--- config.mk ---
export PLATFORM = sky130hd
export DESIGN_NAME = addsel_pipe
export DESIGN_NICKNAME = d
export VERILOG_FILES = /design/src/rtl/addsel_pkg.sv /design/src/rtl/addsel_stage.sv /design/src/rtl/addsel_pipe.sv
export SDC_FILE = /design/constraint.sdc
export NUM_CORES = 1
export LEC_CHECK = 0
export CORE_ASPECT_RATIO = 0.6
export CORE_MARGIN = 1.5
export CORE_UTILIZATION = 52
export DETAILED_ROUTE_END_ITERATION = 6
export HOLD_SLACK_MARGIN = 0.03
export PLACE_DENSITY_LB_ADDON = 0.12
export SYNTH_ARGS = -nofsm -noshare
export SYNTH_HDL_FRONTEND = slang
export SYNTH_SLANG_ARGS = --single-unit
--- constraint.sdc ---
create_clock -name Clk -period 4.4 [get_ports Clk]
set_input_delay 0.44 -clock Clk [delete_from_list [all_inputs] [get_ports Clk]]
set_output_delay 0.44 -clock Clk [all_outputs]
set_load 0.005 [all_outputs]
--- src/rtl/addsel_pkg.sv ---
// ---------------------------------------------------------------------------
// addsel_pkg
// Shared definitions for the add-select pipeline.
//   sel_w(npair) : width of the pair-select index, never narrower than 1 bit
//   MODE_WRAP    : result wraps modulo 2**WIDTH on carry out
//   MODE_SAT     : result clamps to all-ones on carry out
// ---------------------------------------------------------------------------
package addsel_pkg;

  localparam int MODE_WRAP = 0;
  localparam int MODE_SAT  = 1;

  // A single pair would give $clog2 == 0. Keep at least one select bit so
  // the port always exists.
  function automatic int sel_w(input int npair);
    int w;
    w = $clog2(npair);
    return (w < 1) ? 1 : w;
  endfunction

endpackage

--- src/rtl/addsel_stage.sv ---
// ---------------------------------------------------------------------------
// addsel_stage
// One valid/ready register slice. It loads a new beat when it is empty or
// when its current beat leaves this cycle. Both stages of the add-select
// pipeline are instances of this slice.
// Ports:
//   Clk, Reset           clock (rising edge), async active-low reset
//   in_valid, in_data    upstream beat
//   in_ready             slice can take a beat this cycle (combinational)
//   out_valid, out_data  registered beat held by the slice
//   out_ready            downstream takes the held beat this cycle
// ---------------------------------------------------------------------------
module addsel_stage #(
  parameter int DW = 8
) (
  input  logic          Clk,
  input  logic          Reset,
  input  logic          in_valid,
  input  logic [DW-1:0] in_data,
  output logic          in_ready,
  output logic          out_valid,
  output logic [DW-1:0] out_data,
  input  logic          out_ready
);

  logic          v_q, v_d;
  logic [DW-1:0] data_q, data_d;
  logic          take;

  // Data only changes when a real beat is loaded. A bubble passing through
  // leaves the old data in place, so the outputs stay steady while invalid.
  always_comb begin
    take   = !v_q || out_ready;
    v_d    = v_q;
    data_d = data_q;
    if (take) begin
      v_d = in_valid;
      if (in_valid) begin
        data_d = in_data;
      end
    end
  end

  always_ff @(posedge Clk or negedge Reset) begin
    if (!Reset) begin
      v_q    <= 1'b0;
      data_q <= '0;
    end else begin
      v_q    <= v_d;
      data_q <= data_d;
    end
  end

  assign in_ready  = take;
  assign out_valid = v_q;
  assign out_data  = data_q;

endmodule

--- src/rtl/addsel_pipe.sv ---
// ---------------------------------------------------------------------------
// addsel_pipe
// Registered add-select datapath. One of NPAIR operand pairs is picked by
// sel and captured in stage 1. Stage 2 holds the sum, which either wraps or
// saturates. Both stages use valid/ready flow control with backpressure.
// A saturating tally counts delivered results that carried out.
// Ports:
//   Clk, Reset           clock (rising edge), async active-low reset
//   in_valid / in_ready  input handshake; in_ready is the only comb output
//   sel                  pair index; out-of-range values fall back to pair 0
//   din                  packed pairs, pair k = {B_k, A_k} at [2k*WIDTH +: 2*WIDTH]
//   out_valid/out_ready  output handshake
//   dout                 selected sum (wrapped or saturated)
//   dout_ovf             raw carry out of A+B for this result
//   sel_err              sel was out of range for this result
//   ovf_cnt              delivered results with dout_ovf=1, sticks at all-ones
//   clr_cnt              synchronous clear of ovf_cnt, beats an increment
// ---------------------------------------------------------------------------
module addsel_pipe
  import addsel_pkg::*;
#(
  parameter  int WIDTH = 8,
  parameter  int NPAIR = 2,
  parameter  int SAT   = MODE_WRAP,
  parameter  int CNTW  = 16,
  localparam int SELW  = sel_w(NPAIR)
) (
  input  logic                     Clk,
  input  logic                     Reset,
  input  logic                     in_valid,
  output logic                     in_ready,
  input  logic [SELW-1:0]          sel,
  input  logic [2*NPAIR*WIDTH-1:0] din,
  output logic                     out_valid,
  input  logic                     out_ready,
  output logic [WIDTH-1:0]         dout,
  output logic                     dout_ovf,
  output logic                     sel_err,
  output logic [CNTW-1:0]          ovf_cnt,
  input  logic                     clr_cnt
);

  // Stage 1 beat: {sel_err, A, B}.
  localparam int S1W = 2*WIDTH + 1;
  // Stage 2 beat: {sel_err, carry, result}.
  localparam int S2W = WIDTH + 2;

  logic [WIDTH-1:0] a_mux, b_mux;
  logic             err_mux;
  logic [S1W-1:0]   s1_in, s1_data;
  logic             s1_valid, s1_to_s2_ready;
  logic             s1_err;
  logic [WIDTH-1:0] s1_a, s1_b;
  logic [WIDTH:0]   sum_full;
  logic [WIDTH-1:0] sum_res;
  logic [S2W-1:0]   s2_in, s2_data;
  logic             s2_valid;
  logic [CNTW-1:0]  ovf_cnt_q, ovf_cnt_d;

  // The mux sits in front of stage 1, so only the chosen pair is
  // registered. Pair 0 is the default. It is also what an out-of-range
  // index uses, with the error flag set.
  always_comb begin
    a_mux   = din[0 +: WIDTH];
    b_mux   = din[WIDTH +: WIDTH];
    err_mux = 1'b1;
    for (int k = 0; k < NPAIR; k++) begin
      if (sel == SELW'(k)) begin
        a_mux   = din[(2*k)*WIDTH +: WIDTH];
        b_mux   = din[(2*k+1)*WIDTH +: WIDTH];
        err_mux = 1'b0;
      end
    end
  end

  assign s1_in = {err_mux, a_mux, b_mux};

  addsel_stage #(
    .DW (S1W)
  ) u_s1 (
    .Clk       (Clk),
    .Reset     (Reset),
    .in_valid  (in_valid),
    .in_data   (s1_in),
    .in_ready  (in_ready),
    .out_valid (s1_valid),
    .out_data  (s1_data),
    .out_ready (s1_to_s2_ready)
  );

  assign s1_err = s1_data[2*WIDTH];
  assign s1_a   = s1_data[WIDTH +: WIDTH];
  assign s1_b   = s1_data[0 +: WIDTH];

  // Add with one extra bit. The carry is reported raw, even when the
  // result is clamped.
  always_comb begin
    sum_full = {1'b0, s1_a} + {1'b0, s1_b};
    sum_res  = sum_full[WIDTH-1:0];
    if ((SAT == MODE_SAT) && sum_full[WIDTH]) begin
      sum_res = '1;
    end
  end

  assign s2_in = {s1_err, sum_full[WIDTH], sum_res};

  addsel_stage #(
    .DW (S2W)
  ) u_s2 (
    .Clk       (Clk),
    .Reset     (Reset),
    .in_valid  (s1_valid),
    .in_data   (s2_in),
    .in_ready  (s1_to_s2_ready),
    .out_valid (s2_valid),
    .out_data  (s2_data),
    .out_ready (out_ready)
  );

  assign out_valid = s2_valid;
  assign sel_err   = s2_data[WIDTH+1];
  assign dout_ovf  = s2_data[WIDTH];
  assign dout      = s2_data[WIDTH-1:0];

  // Count only results that are actually handed downstream. Clear takes
  // priority, and the tally stops at all-ones instead of wrapping.
  always_comb begin
    ovf_cnt_d = ovf_cnt_q;
    if (clr_cnt) begin
      ovf_cnt_d = '0;
    end else if (s2_valid && out_ready && dout_ovf && (ovf_cnt_q != '1)) begin
      ovf_cnt_d = ovf_cnt_q + CNTW'(1);
    end
  end

  always_ff @(posedge Clk or negedge Reset) begin
    if (!Reset) begin
      ovf_cnt_q <= '0;
    end else begin
      ovf_cnt_q <= ovf_cnt_d;
    end
  end

  assign ovf_cnt = ovf_cnt_q;

endmodule

# After elaboration in Yosys (flattened, before gate mapping)
# Index checks and enable logic that the tools add are counted.
# totals
output_inout_bits,28
elab_cells,22
register_bits,43
inputBits,38
# classes
n_eq_ne,1
n_reduce_logical,10
n_mux,4
n_addsub,2
# ops
op,n
two-way mux 16 bit,2
adder 16 x 1 -> 16 bit (second input constant),1
two-way mux 8 bit,2
!= test 16 bit (second input constant),1
adder 8 x 8 -> 9 bit,1
AND reduction 2 bit,2
logical AND 1 bit,3
logical NOT 1 bit,2
logical OR 1 bit,2
nonzero test 2 bit,1

# Longest topological paths before layout
# depth
ltp_word,5
ltp_mapped,6
ltp_nobuf,6

# Cells and area by module
# From an unflattened synthesis, not the netlist that was laid out.
# hier_totals
hier_cells,221
area_unflattened_um2,2721.4
# modules_own_cells
mod,n_inst,seq_area_each_um2,area_each_um2,cells_each
addsel_pipe,1,400.4,1524.0,158
addsel_stage (u_s1),1,450.4,732.0,39
addsel_stage (u_s2),1,275.3,465.4,24

# Worst setup path after synthesis
# No wires, ideal clock.
# synth_timing
path_type,reg-to-reg
start,"register u_s1.data_q[0], in the netlist u_s1.out_data[0]"
end,"register u_s2.data_q[8], in the netlist u_s2.out_data[8]"
arrival_ps,1731
setup_time_ps,124
period_less_slack_ps,1855
t_required_ps,4276
path_buffers,0
setup_slack_ps,2545
path_stages_with_launch,7
cell_sequence,dfrtp_1 > ha_1 > fa_1 > a211oi_1 > o21a_1 > nor2_1 > o31a_1
# synth_between
elab_chain_cells,1
# synth_rtl
element,line_no,source
"start, declared",addsel_stage.sv:27,"logic [DW-1:0] data_q, data_d;"
"start signal, assigned",addsel_stage.sv:50,data_q <= data_d;
adder 8 x 8 -> 9 bit,addsel_pipe.sv:98,"sum_full = {1'b0, s1_a} + {1'b0, s1_b};"
"end signal, assigned",addsel_stage.sv:50,
"end, declared",addsel_stage.sv:27,
# No other way between the ends.
# A chain may end at the register's enable or synchronous reset.

# Worst setup path after layout
# layout_timing
start,input port out_ready
end,output port in_ready
# layout_between
elab_chain_cells,2
# layout_rtl
element,line_no,source
"start, declared",addsel_pipe.sv:35,"input logic out_ready,"
logical OR 1 bit (2 in a row),addsel_stage.sv:33,take = !v_q || out_ready;
"end, declared",addsel_pipe.sv:31,"output logic in_ready,"
# No other way between the ends.

==> flow_summary.toml <==
[sta]
max_slew_margin = 0.3520
fin_tns_setup_ns = 0
rsz0062_at_grt = "false"
setup_viol = 0
skew_ns = 0.01008
tightestPinTransition_ns = 0.9720
finalCritPeriodShare = 0.4870
min_period_ns = 2.143
layout_setup_ws_ns = 2.257
max_freq_ghz = 0.4667
hold_viol = 0
final_max_slew_viol_count = 0

[power_and_ir_drop]
vdd_drop_max_uv = 169.1
power_switching_w = 0.0003526
swShare = 0.3091
p_per_area_mw_per_mm2 = 353.3
p_total_w = 0.001141
p_leak_nw = 1.342
clkPwrFrac = 0.211
p_int_w = 0.0007882
combPwrFrac = 0.334
power_frac_seq = 0.455

[route]
first_pass_iters = 4
wl_per_cell_um = 14.71
drt-total-wl_mm = 5.605
drt_iter0_drc = 137
remaining_drc_errors = 0
detail-route-antenna-nets = 0
vias = 2168
avgViaCountPerCell = 5.690

[clock_network]
cts.sinks = 43
clkTransAtPathRegs_ns = 0.08
cts_made_buffers = 5
h-tree-depth = 2
clk_latency_ns = 0.29
cts_root_buf = "clkbuf_8"
cts_tree = "done"
cts_resized = 0
cts_buffer_depth = 2
ctsHoldBuffers = 0
cts_setup_buffers = 0

[status]
status = "complete, no violations"

[worst_setup_path]
reg2reg_depth = 6
crit_arrival_ns = 1.70
startpoint_type = "input port"
cp_slowest_cell = "clkdlybuf4s50_1"
max_stage_delay_ns = 0.54
endpoint_kind = "output pin"
cpMostUsedCell = "clkdlybuf4s50_1"
cp_max_fo = 6
cp.required_ns = 3.96
cp_cell_sequence = "clkdlybuf4s50_1 -> nand3b_1 -> clkdlybuf4s50_1"
critPathKind = "input port to output pin"

[synth]
syn-cell-area_mm2 = 0.002469
ys.flop_type = "dfrtp_1"
synth.distinct_cells = 50
synth_area_leaders = "dfrtp_1 44%, mux2i_1 6.5%, a21oi_1 5.3%, ha_1 4.6%, nor2_1 4.1%"
async_flop_share = 1.000
syn_inst = 255
synth_seq_area_share = 0.4359
ys_ff_latch = 43
synthesis.nets = 303
yosys_warnings = 0
synth_area_per_cell_um2 = 9.681
post-synth-top-area-cell = "dfrtp_1"
synth_edf_count = 0
synth_top_area_share = 0.4359

[floorplan]
die_y_um = 56.37
io_pins = 66
start_util = 0.5408
die_w_um = 91.95
rows = 19
die-area_mm2 = 0.005183
core_area_mm2 = 0.004564

[placed_design]
dp_hpwl_mm = 4.322
preCtsSetupSlack_ns = 2.035
gp_congestion = 0.9008
port_buffers = 64

[finish]
fillerInstances = 356
regArea_mm2 = 0.001076
multi_input_area_mm2 = 0.001335
diodes = 0
drive_above_1_share = 0.05031
area_growth_pct = 30.82
nets = 365
utilization = 0.7075

[grt]
grt_max_degree = 44
antenna_found_initial = 0
grt_pass1_vias = 1851
track_usage = 0.2299
grt_overflow = 0
grt_pass1_wl_mm = 9.163

[run]
maxCapViolations = 0

[min_path]
hold_path_class = "input port to async pin"
-- kinds of logic after synthesis --
logic type / after synthesis / synth area share
other: 1 / 0.001519
AO/OA/AOI/OAI: 67 / 0.1693
multiplexers: 20 / 0.08312
XOR/XNOR: 3 / 0.01065
adder cells (fa/ha/maj): 10 / 0.05373
buffers and inverters: 14 / 0.02331
AND/OR/NAND/NOR: 97 / 0.2225
flip-flops: 43 / 0.4359
-- layer usage --
layer	up-vias	part of all wire	GRT usage
li1	1092	-	-
met1	1009	0.55	0.3993
met2	63	0.38	0.2730
met3	4	0.067	0.05149
met4	0	0.0068	0.05275
met5	-	0	0
-- final cells by class --
cell class                 count  area share
timing repair buffer          65      0.1991
clock buffer                   7     0.02363
multi-input combinational    198      0.4134
tap                           63     0.02441
inverter                       4    0.004649
clock inverter                 1    0.001550
sequential                    43      0.3332
-- cells in the mapped netlist, drive strengths merged, types with 4 or more instances --
library cell / count
nor3: 10
nand3: 7
clkbuf: 7
mux2i: 16
o21ai: 12
nand2: 12
or3: 5
a31oi: 5
nand2b: 4
or4: 5
nand4: 7
ha: 9
and3: 4
dfrtp: 43
nor2b: 4
a21oi: 26
nor2: 27
a211oi: 5
mux2: 4
inv: 4
-- power by group through the flow --
stage | Sequential, W | Clock (W) | Combinational [W]
floorplan | 0.000516 | 0 | 0.000202
global placement | 0.000522 | 0 | 0.000371
detailed placement | 0.000526 | 0 | 0.000378
CTS | 0.000518 | 0.000249 | 0.000380
global route | 0.000529 | 0.000267 | 0.000423
finish | 0.000519 | 0.000241 | 0.000381
-- metrics by stage --
stage | area (um2) | hold WS, ns | cells
final | 3229 | 0.2893 | 381
after global routing | 3229 | 0.3723 | 381
after CTS | 3229 | 0.3224 | 381
after detailed placement | 3148 | 0.4717 | 373
after global placement | 3148 | 0.4640 | 373
after floorplan | 2469 | 0.1444 | 255
-- path summary, 6_finish.rpt --
| kind | start | endpoint | slack [ns] |
|---|---|---|---|
| worst max-delay path | out_ready | in_ready | 2.26 |
| worst min-delay path | Reset | u_s2.out_data[7]$_DFFE_PN0P_ | 0.29 |
| worst max register to register | u_s1.out_data[8]$_DFFE_PN0P_ | u_s2.out_data[8]$_DFFE_PN0P_ | 2.32 |
| worst min register to register | u_s2.out_data[2]$_DFFE_PN0P_ | u_s2.out_data[2]$_DFFE_PN0P_ | 0.49 |
| max in group asynchronous | Reset | u_s1.out_data[7]$_DFFE_PN0P_ | 3.52 |
| min in group Clk | u_s2.out_data[2]$_DFFE_PN0P_ | u_s2.out_data[2]$_DFFE_PN0P_ | 0.49 |
-- critical path, delay by kind of cell --
family        cells  cell delay (ns)
buf+inv           2             1.08
simple gates      1             0.18
-- flip-flops by register name (all words and copies together), names as in the netlist --
signal          flops
ovf_cnt            16
u_s2.out_data       9
u_s1.out_data      16
u_s2.out_valid      1
u_s1.out_valid      1
-- placed cells by master, fill, tap and decap left out, types with 5 or more instances in the layout --
cell type        netlist  final
clkdlybuf4s50_1        0     63
dfrtp_1               43     43
nor2_1                27     27
a21oi_1               26     26
mux2i_1               16     16
o21ai_0               12     12
nand2_1               12     12
nor3_1                10     10
ha_1                   9      9
nand3_1                7      7
nand4_1                6      6
a211oi_1               5      5
or4_1                  5      5
a31oi_1                5      5
clkbuf_8               0      5
(Power assumes the default switching activity.)
